**config.mk**
```make
export PLATFORM = sky130hd
export DESIGN_NAME = multi_bextdep
export DESIGN_NICKNAME = d
export VERILOG_FILES = /design/src/rtl/multi_bextdep_pkg.sv /design/src/rtl/multi_bextdep_lsb_chain.sv /design/src/rtl/multi_bextdep.sv
export SDC_FILE = /design/constraint.sdc
export NUM_CORES = 1
export LEC_CHECK = 0
export ABC_AREA = 0
export CAP_MARGIN = 20
export CORE_MARGIN = 5
export CORE_UTILIZATION = 30
export CTS_BUF_LIST = sky130_fd_sc_hd__clkbuf_4 sky130_fd_sc_hd__clkbuf_8
export DETAILED_ROUTE_END_ITERATION = 8
export PLACE_DENSITY = 0.48
export SKIP_CTS_REPAIR_TIMING = 1
export SYNTH_ARGS = -nofsm -noshare
export SYNTH_HDL_FRONTEND = slang
export SYNTH_HIERARCHICAL = 1
export SYNTH_SLANG_ARGS = --single-unit
```
**constraint.sdc**
```tcl
create_clock -name clock -period 5.6 [get_ports clock]
set_input_delay 1.12 -clock clock [delete_from_list [all_inputs] [get_ports clock]]
set_output_delay 1.12 -clock clock [all_outputs]
set_load 0.03 [all_outputs]
```
**src/rtl/multi_bextdep_pkg.sv**
```systemverilog
// Shared definitions for the multi-bit-per-cycle bit-extract / bit-deposit unit.
package multi_bextdep_pkg;

  // Operation select carried on din_bdep.
  localparam logic MODE_BEXT = 1'b0;
  localparam logic MODE_BDEP = 1'b1;

  // Control states: waiting for work, consuming mask bits, holding a result.
  typedef enum logic [1:0] {
    IDLE = 2'd0,
    RUN  = 2'd1,
    DONE = 2'd2
  } state_e;

  // Ceiling log2, used to size the bit counter so it can hold the value XLEN.
  function automatic int clog2(input int value);
    int r;
    r = 0;
    for (int i = 0; i < 31; i++) begin
      if ((1 << i) < value) r = i + 1;
    end
    return r;
  endfunction

endpackage

```
**src/rtl/multi_bextdep_lsb_chain.sv**
```systemverilog
// Combinational chain that peels off up to NBITS lowest set bits of a mask.
// Each stage isolates the lowest set bit with x & -x, then clears it before
// handing the remainder on to the next stage.
module bextdep_lsb_chain
  import multi_bextdep_pkg::*;
#(
  parameter int XLEN  = 32,
  parameter int NBITS = 4,
  parameter int CW    = 6
) (
  input  logic [XLEN-1:0]             msk,
  output logic [NBITS-1:0][XLEN-1:0] lsb,
  output logic [XLEN-1:0]             rem,
  output logic [CW-1:0]               used
);

  logic [XLEN-1:0] cur;

  // Walk the stages; a stage whose input is already zero yields a zero one-hot.
  always_comb begin
    cur  = msk;
    used = '0;
    lsb  = '0;
    for (int i = 0; i < NBITS; i++) begin
      lsb[i] = cur & (~cur + XLEN'(1));
      cur    = cur & ~lsb[i];
      if (lsb[i] != '0) used = used + CW'(1);
    end
    rem = cur;
  end

endmodule

```
**src/rtl/multi_bextdep.sv**
```systemverilog
// Iterative bext/bdep functional unit processing up to NBITS mask bits per
// cycle, with valid/ready handshakes and a pass-through tag.
module multi_bextdep
  import multi_bextdep_pkg::*;
#(
  parameter int XLEN  = 32,
  parameter int NBITS = 4,
  parameter int TAGW  = 4
) (
  input  logic            clock,
  input  logic            reset,
  input  logic            din_valid,
  output logic            din_ready,
  input  logic            din_bdep,
  input  logic [XLEN-1:0] din_value,
  input  logic [XLEN-1:0] din_mask,
  input  logic [TAGW-1:0] din_tag,
  output logic            dout_valid,
  input  logic            dout_ready,
  output logic [XLEN-1:0] dout_result,
  output logic [TAGW-1:0] dout_tag
);

  localparam int KW = clog2(XLEN + 1);

  state_e          state_q, state_d;
  logic            mode_q, mode_d;
  logic [XLEN-1:0] val_q, val_d;
  logic [XLEN-1:0] msk_q, msk_d;
  logic [TAGW-1:0] tag_q, tag_d;
  logic [XLEN-1:0] res_q, res_d;
  logic [KW-1:0]   k_q, k_d;

  logic [NBITS-1:0][XLEN-1:0] lsb_bits;
  logic [XLEN-1:0]            msk_rem;
  logic [KW-1:0]              used_cnt;
  logic [KW-1:0]              idx;
  logic [XLEN-1:0]            val_shift;
  logic                       accept;

  bextdep_lsb_chain #(
    .XLEN  (XLEN),
    .NBITS (NBITS),
    .CW    (KW)
  ) u_lsb_chain (
    .msk  (msk_q),
    .lsb  (lsb_bits),
    .rem  (msk_rem),
    .used (used_cnt)
  );

  // Handshake outputs come straight from state so din_valid never feeds them.
  assign din_ready   = (state_q == IDLE) || ((state_q == DONE) && dout_ready);
  assign dout_valid  = (state_q == DONE);
  assign dout_result = res_q;
  assign dout_tag    = tag_q;
  assign accept      = din_valid && din_ready;

  // Next-state and datapath update: one batch of mask bits per RUN cycle.
  always_comb begin
    state_d   = state_q;
    mode_d    = mode_q;
    val_d     = val_q;
    msk_d     = msk_q;
    tag_d     = tag_q;
    res_d     = res_q;
    k_d       = k_q;
    idx       = '0;
    val_shift = '0;

    case (state_q)
      RUN: begin
        for (int i = 0; i < NBITS; i++) begin
          idx       = k_q + KW'(i);
          val_shift = val_q >> idx;
          if (lsb_bits[i] != '0) begin
            if (mode_q == MODE_BDEP) begin
              if (val_shift[0]) res_d = res_d | lsb_bits[i];
            end else begin
              if (|(val_q & lsb_bits[i])) res_d = res_d | (XLEN'(1) << idx);
            end
          end
        end
        msk_d = msk_rem;
        k_d   = k_q + used_cnt;
        if (msk_rem == '0) state_d = DONE;
      end
      DONE: begin
        if (dout_ready) state_d = IDLE;
      end
      default: begin
        state_d = state_q;
      end
    endcase

    if (accept) begin
      state_d = RUN;
      mode_d  = din_bdep;
      val_d   = din_value;
      msk_d   = din_mask;
      tag_d   = din_tag;
      res_d   = '0;
      k_d     = '0;
    end
  end

  // State and datapath registers; reset drops any in-flight request.
  always_ff @(posedge clock) begin
    if (reset) begin
      state_q <= IDLE;
      mode_q  <= MODE_BEXT;
      val_q   <= '0;
      msk_q   <= '0;
      tag_q   <= '0;
      res_q   <= '0;
      k_q     <= '0;
    end else begin
      state_q <= state_d;
      mode_q  <= mode_d;
      val_q   <= val_d;
      msk_q   <= msk_d;
      tag_q   <= tag_d;
      res_q   <= res_d;
      k_q     <= k_d;
    end
  end

endmodule

```
# Yosys cells after proc, flatten, opt, wreduce, memory -nomap -nowiden
# Cells that the tools add are included.
# word_totals
regBits,109
in_bits,73
wordCells,109
out_inout_bits,38
# classes
eq_ne,6
n_reduce_logical,19
n_shift,8
n_addsub,11
n_bitwise,28
mux,29
# op_table
operator,count
2-to-1 mux 32 bit,21
AND 32 bit,12
NOT 32 bit,8
OR 32 bit,8
"adder 32 x 1 -> 32 bit, second input constant",4
nonzero test 32 bit,4
OR reduction 32 bit,4
"<< shifter 1 x 6 -> 32 bit, first input constant",4
>> shifter 32 x 6 -> 1 bit,4
logical NOT 32 bit,1
"adder 6 x 1 -> 6 bit, second input constant",3
2-to-1 mux 6 bit,3
"adder 6 x 2 -> 6 bit, second input constant",2
adder 6 bit,1
AND reduction 3 bit,2
2-to-1 mux 2 bit,2
case mux 2 bit (2 select lines),1
nonzero test 2 bit,2
"!= test 3 x 1 -> 1 bit, second input constant",1
"!= test 3 bit, second input constant",1
nonzero test 3 bit,1
"adder 1 x 1 -> 2 bit, second input constant",1
"equality test 2 x 1 -> 1 bit, second input constant",1
"equality test 2 bit, second input constant",1
7 further kinds,9

# Longest topological paths before layout
# Gate-level depths: netlist (run 1).
# depth
word_depth,24
ltp_mapped,26
ltp_nobuf,22

# Cells and area by module
# The synthesis (run 1) kept the hierarchy.
# modules_own_cells
mod,seq_area_each_um2,cells_per_inst,instances,area_each_um2
multi_bextdep,2182.1,1038,1,8590.7
bextdep_lsb_chain,0.0,648,1,3883.7

# Worst setup path before layout (run 1)
# Ideal clock, no wire load.
# synth_timing
path_type,register -> register
from,register msk_q[7]
to,register k_q[5]
required_ps,5473
slack_ps,157
n_path_buf,3
setup_ps,127
arrival_ps,5316
period_less_slack_ps,5443
path_stages_with_launch,25
cell_sequence,dfxtp_1 > buf_6 > or4_4 > buf_6 > or4_4 > o21a_1 > nor2_1 > and4_1 > buf_4 > nand3_1 > or3b_1 > nand2b_1 > ha_1 > xnor2_1 > ha_1 > mux2_1 > ha_1 > a21o_1 > a21oi_1 > o21bai_1 > a21oi_1 > xnor2_1 > nand2_1 > xor2_1 > nor2_1
# synth_via
elab_chain_cells,21
elab_cells_between_ends,30
cone_classes,add/sub: 8; mux: 4; bitwise: 14; reduce/logical: 4
# synth_lines
item,line,source
start: declaration,multi_bextdep.sv:29,"logic [XLEN-1:0] msk_q, msk_d;"
start signal: assignment,multi_bextdep.sv:121,msk_q <= msk_d;
NOT 32 bit,multi_bextdep_lsb_chain.sv:25,lsb[i] = cur & (~cur + XLEN'(1));
adder 32 x 1 -> 32 bit,multi_bextdep_lsb_chain.sv:25,
AND 32 bit,multi_bextdep_lsb_chain.sv:25,
NOT 32 bit,multi_bextdep_lsb_chain.sv:26,cur = cur & ~lsb[i];
AND 32 bit,multi_bextdep_lsb_chain.sv:26,
NOT 32 bit,multi_bextdep_lsb_chain.sv:25,
adder 32 x 1 -> 32 bit,multi_bextdep_lsb_chain.sv:25,
AND 32 bit,multi_bextdep_lsb_chain.sv:25,
(+6 left out),n/a,
AND 32 bit,multi_bextdep_lsb_chain.sv:26,
NOT 32 bit,multi_bextdep_lsb_chain.sv:25,
adder 32 x 1 -> 32 bit,multi_bextdep_lsb_chain.sv:25,
AND 32 bit,multi_bextdep_lsb_chain.sv:25,
nonzero test 32 bit,multi_bextdep_lsb_chain.sv:27,if (lsb[i] != '0) used = used + CW'(1);
2-to-1 mux 6 bit (*),multi_bextdep_lsb_chain.sv:27,
via used_cnt[1],multi_bextdep.sv:36,logic [KW-1:0] used_cnt;
adder 6 bit (*),multi_bextdep.sv:85,k_d = k_q + used_cnt;
end signal: assignment,multi_bextdep.sv:124,k_q <= k_d;
end: declaration,multi_bextdep.sv:32,"logic [KW-1:0] k_q, k_d;"
# The timed path passes the listed nets; every way through them passes the cells marked *.
# A chain may end at the register's enable or synchronous reset.

==> flow_summary.yaml, run 1 <==
power:
  combPwrFrac_pct: 65.1
  peakVddDrop_mv: 0.229
  switching_power_mw: 2.46
  p_int_mw: 2.24
  clockPowerShare_pct: 12.5
  sequentialPowerShare_pct: 22.4
  p_per_area_nw_per_um2: 308
  sw_frac_of_total_pct: 52.3
  power.leakage_nw: 5.45
placed_design:
  io_buffers: 110
  gp_congestion: 1.04
  hpwl_um: 49500
  dp.cells: 2338
clocking:
  cts_tree: "built"
  clockBufferDepth: 2
  insertion_delay_ns: 0.47
  clock-sinks: 109
  root_buffer: "clkbuf_8"
  h-tree-depth: 3
  cts_made_buffers: 9
  clk_pin_slew_worst_paths_ns: 0.14
synthesis:
  synth_area_leader_cell: "dfxtp_1"
  synth_edf_count: 0
  yosysWarningCount: 6
  netlist_top_cells_count: "nand2_1 (205), nor2_1 (165), dfxtp_1 (109), a21oi_1 (101), clkbuf_1 (100)"
  synth_area_um2: 12500
  synth-seq-area-share_pct: 17.5
  synth_seq_cells: 109
  synth.most_common_cell: "nand2_1"
  syn-instance-count: 1686
  ys.flop_type: "dfxtp_1"
  ys_types: 117
  avgSynthCellArea_um2: 7.40
  yosysTopAreaCellShare_pct: 17.5
  async_flop_share_pct: 0
  synthTopCellsByArea: "dfxtp_1 (17%), nand2_1 (6.2%), mux4_2 (6.1%)"
sta:
  slew_headroom_pct: 18.6
  worst_pin_slew_ns: 1.22
  finalHoldViolCount: 0
  fin_crit_sh_pct: 97.0
  hold_ws_ns: 0.470
  slew_viol_final: 0
  period_minus_slack_ns: 5.43
  fmax_mhz: 184
  skew_ns: 0.0253
  finalSetupViolCount: 0
route:
  drt_wl_total_um: 63200
  via_per_inst: 6.24
  vias: 14800
  first_pass_iters: 9
  route.detailed.drc: 0
  routedWlPerCell_um: 26.7
  drtIter0Drc: 1888
  drtAntennaViolNets: 0
critical_path:
  arrival_ns: 5.79
  cp_data_required_time_ns: 5.96
  end_kind: "flip-flop"
  cp_max_fo: 7
  critPathKind: "flip-flop to flip-flop"
  crit_path_start_kind: "flip-flop"
cells_and_area:
  layout.cells.non_filler: 2369
  layout.nets: 1926
  fin_util_pct: 37.3
  syn_to_final_growth_pct: 22.6
  fillerInstances: 4325
  drive_gt1_share_pct: 18.7
global_route:
  grtUsageTotal_pct: 26.2
  grt_pass1_vias: 14000
  grt_max_degree: 73
  antenna_found_initial: 2
  grt_pass1_wl_um: 93100
  grt_remaining_overflow: 0
outcome:
  outcome: "finished clean"
floorplan:
  die_w_um: 214
  pin_count: 111
  coreArea_um2: 41000
  die_h_um: 214
  rows: 74
  die_area_um2: 45800
  start_util_pct: 30.4
worst_hold_path:
  hp-class: "flip-flop to flip-flop"
job:
  maxCapViolCount: 0
## power groups by stage
| stage | Combinational (mW) | Clock [mW] | Sequential [mW] |
|---|---|---|---|
| 2_1_floorplan | 1.88 | 0 | 0.930 |
| 3_3_place_gp | 2.85 | 0 | 1.06 |
| 3_5_place_dp | 2.86 | 0 | 1.06 |
| 4_1_cts | 2.87 | 0.604 | 1.04 |
| 5_1_grt | 3.28 | 0.624 | 1.06 |
| 6_report | 3.06 | 0.589 | 1.06 |
## kinds of logic after synthesis
family,share of synthesized area [%]
simple gates,28.7
xor+xnor,2.24
mux,10.2
compound gates,30.9
other cells,0.0301
buf+inv,7.56
fa+ha+maj,2.91
flops,17.5
## cells in the final DEF, fill, tap and decap left out, types with 8 or more instances in the layout
cell type and n:
a221o_1 8, and4_1 10, a221oi_1 17, nor2_1 161, a21o_1 9, xnor2_1 17, nor3b_1 9, dfxtp_1 108
conb_1 13, mux2i_1 48, a31oi_1 28, ha_1 20, and2_1 25, clkbuf_8 9, nand3_1 31, o21ai_1 13
nor4_1 31, and3_1 39, inv_1 38, a32oi_1 18, nor3_1 63, mux4_2 34, or3_1 8, xor2_1 12
a21oi_1 100, nand2_1 204, buf_4 177, nor2b_1 20, a211oi_1 48, o21ai_0 53, nand4_1 33, nor4_2 9
nand2b_1 11, a22o_1 8, clkdlybuf4s50_1 109, a22oi_1 77
## final timing paths
check / slack (ns) / end / cells past startpoint / startpoint
min reg2reg: 0.47 / dout_tag[0] / 2 / dout_tag[0]
max: 0.17 / dout_result[21] / 23 / msk_q[5]
min: 0.47 / dout_tag[0] / 2 / dout_tag[0]
max reg2reg: 0.17 / dout_result[21] / 23 / msk_q[5]
## metrics by stage
step	setup slack [ns]	setup TNS (ns)	area [um^2]	total power, mW
global placement	0.110	0	14800	3.91
CTS	0.0573	0	15000	4.51
detailed placement	0.0873	0	14800	3.92
global route	-0.0260	-0.0937	15300	4.97
floorplan	0.157	0	12500	2.81
finish	0.166	0	15300	4.71
## critical path: stages (launching register included)
cell       delay, ns
dfxtp_1         0.35
or4_4           0.57
or4_4           0.57
clkbuf_4        0.22
buf_4           0.15
o21ai_4         0.16
a32o_2          0.20
o2111a_1        0.25
and4_2          0.30
buf_4           0.17
nand3_1         0.12
nand3_1         0.12
o21ai_0         0.09
a21oi_1         0.17
nor3_1          0.07
buf_4           0.15
a22oi_1         0.14
nand4_1         0.11
nor2_1          0.17
nand2_1         0.13
and3_1          0.31
a221o_1         0.37
a2111oi_2       0.33
a21oi_1         0.11
## cell type report
class / count / area [um^2] / share of cell area [%]
clock buffer: 9 / 124 / 0.810
antenna: 1 / 2.50 / 0.0164
sequential: 109 / 2180 / 14.3
multi-input combinational: 1383 / 9620 / 62.9
timing repair buffer: 290 / 2460 / 16.1
clock inverter: 7 / 101 / 0.662
inverter: 38 / 143 / 0.932
tap: 532 / 666 / 4.35
## layer usage
metal  global-route usage, %  vias to the layer above  part of all wire, %
li1                        -                     6683                    -
met1                    36.3                     7204                   44
met2                    39.4                      724                   42
met3                    5.94                      171                  8.9
met4                    10.8                        4                  5.0
met5                       0                        -                 0.15
## registers in the layout, summed over array words and instances, names as in the netlist
register,count
val_q,32
dout_tag,4
state_q,2
mode_q,1
k_q,6
dout_result,32
msk_q,32
Power figures use the tool's default switching activity.
==> run 2, diff against run 1 <==
CAP_MARGIN = unset   (was 20)
==> results of run 2 <==
The final DEF is identical to that of run 1; final timing and power are the same.
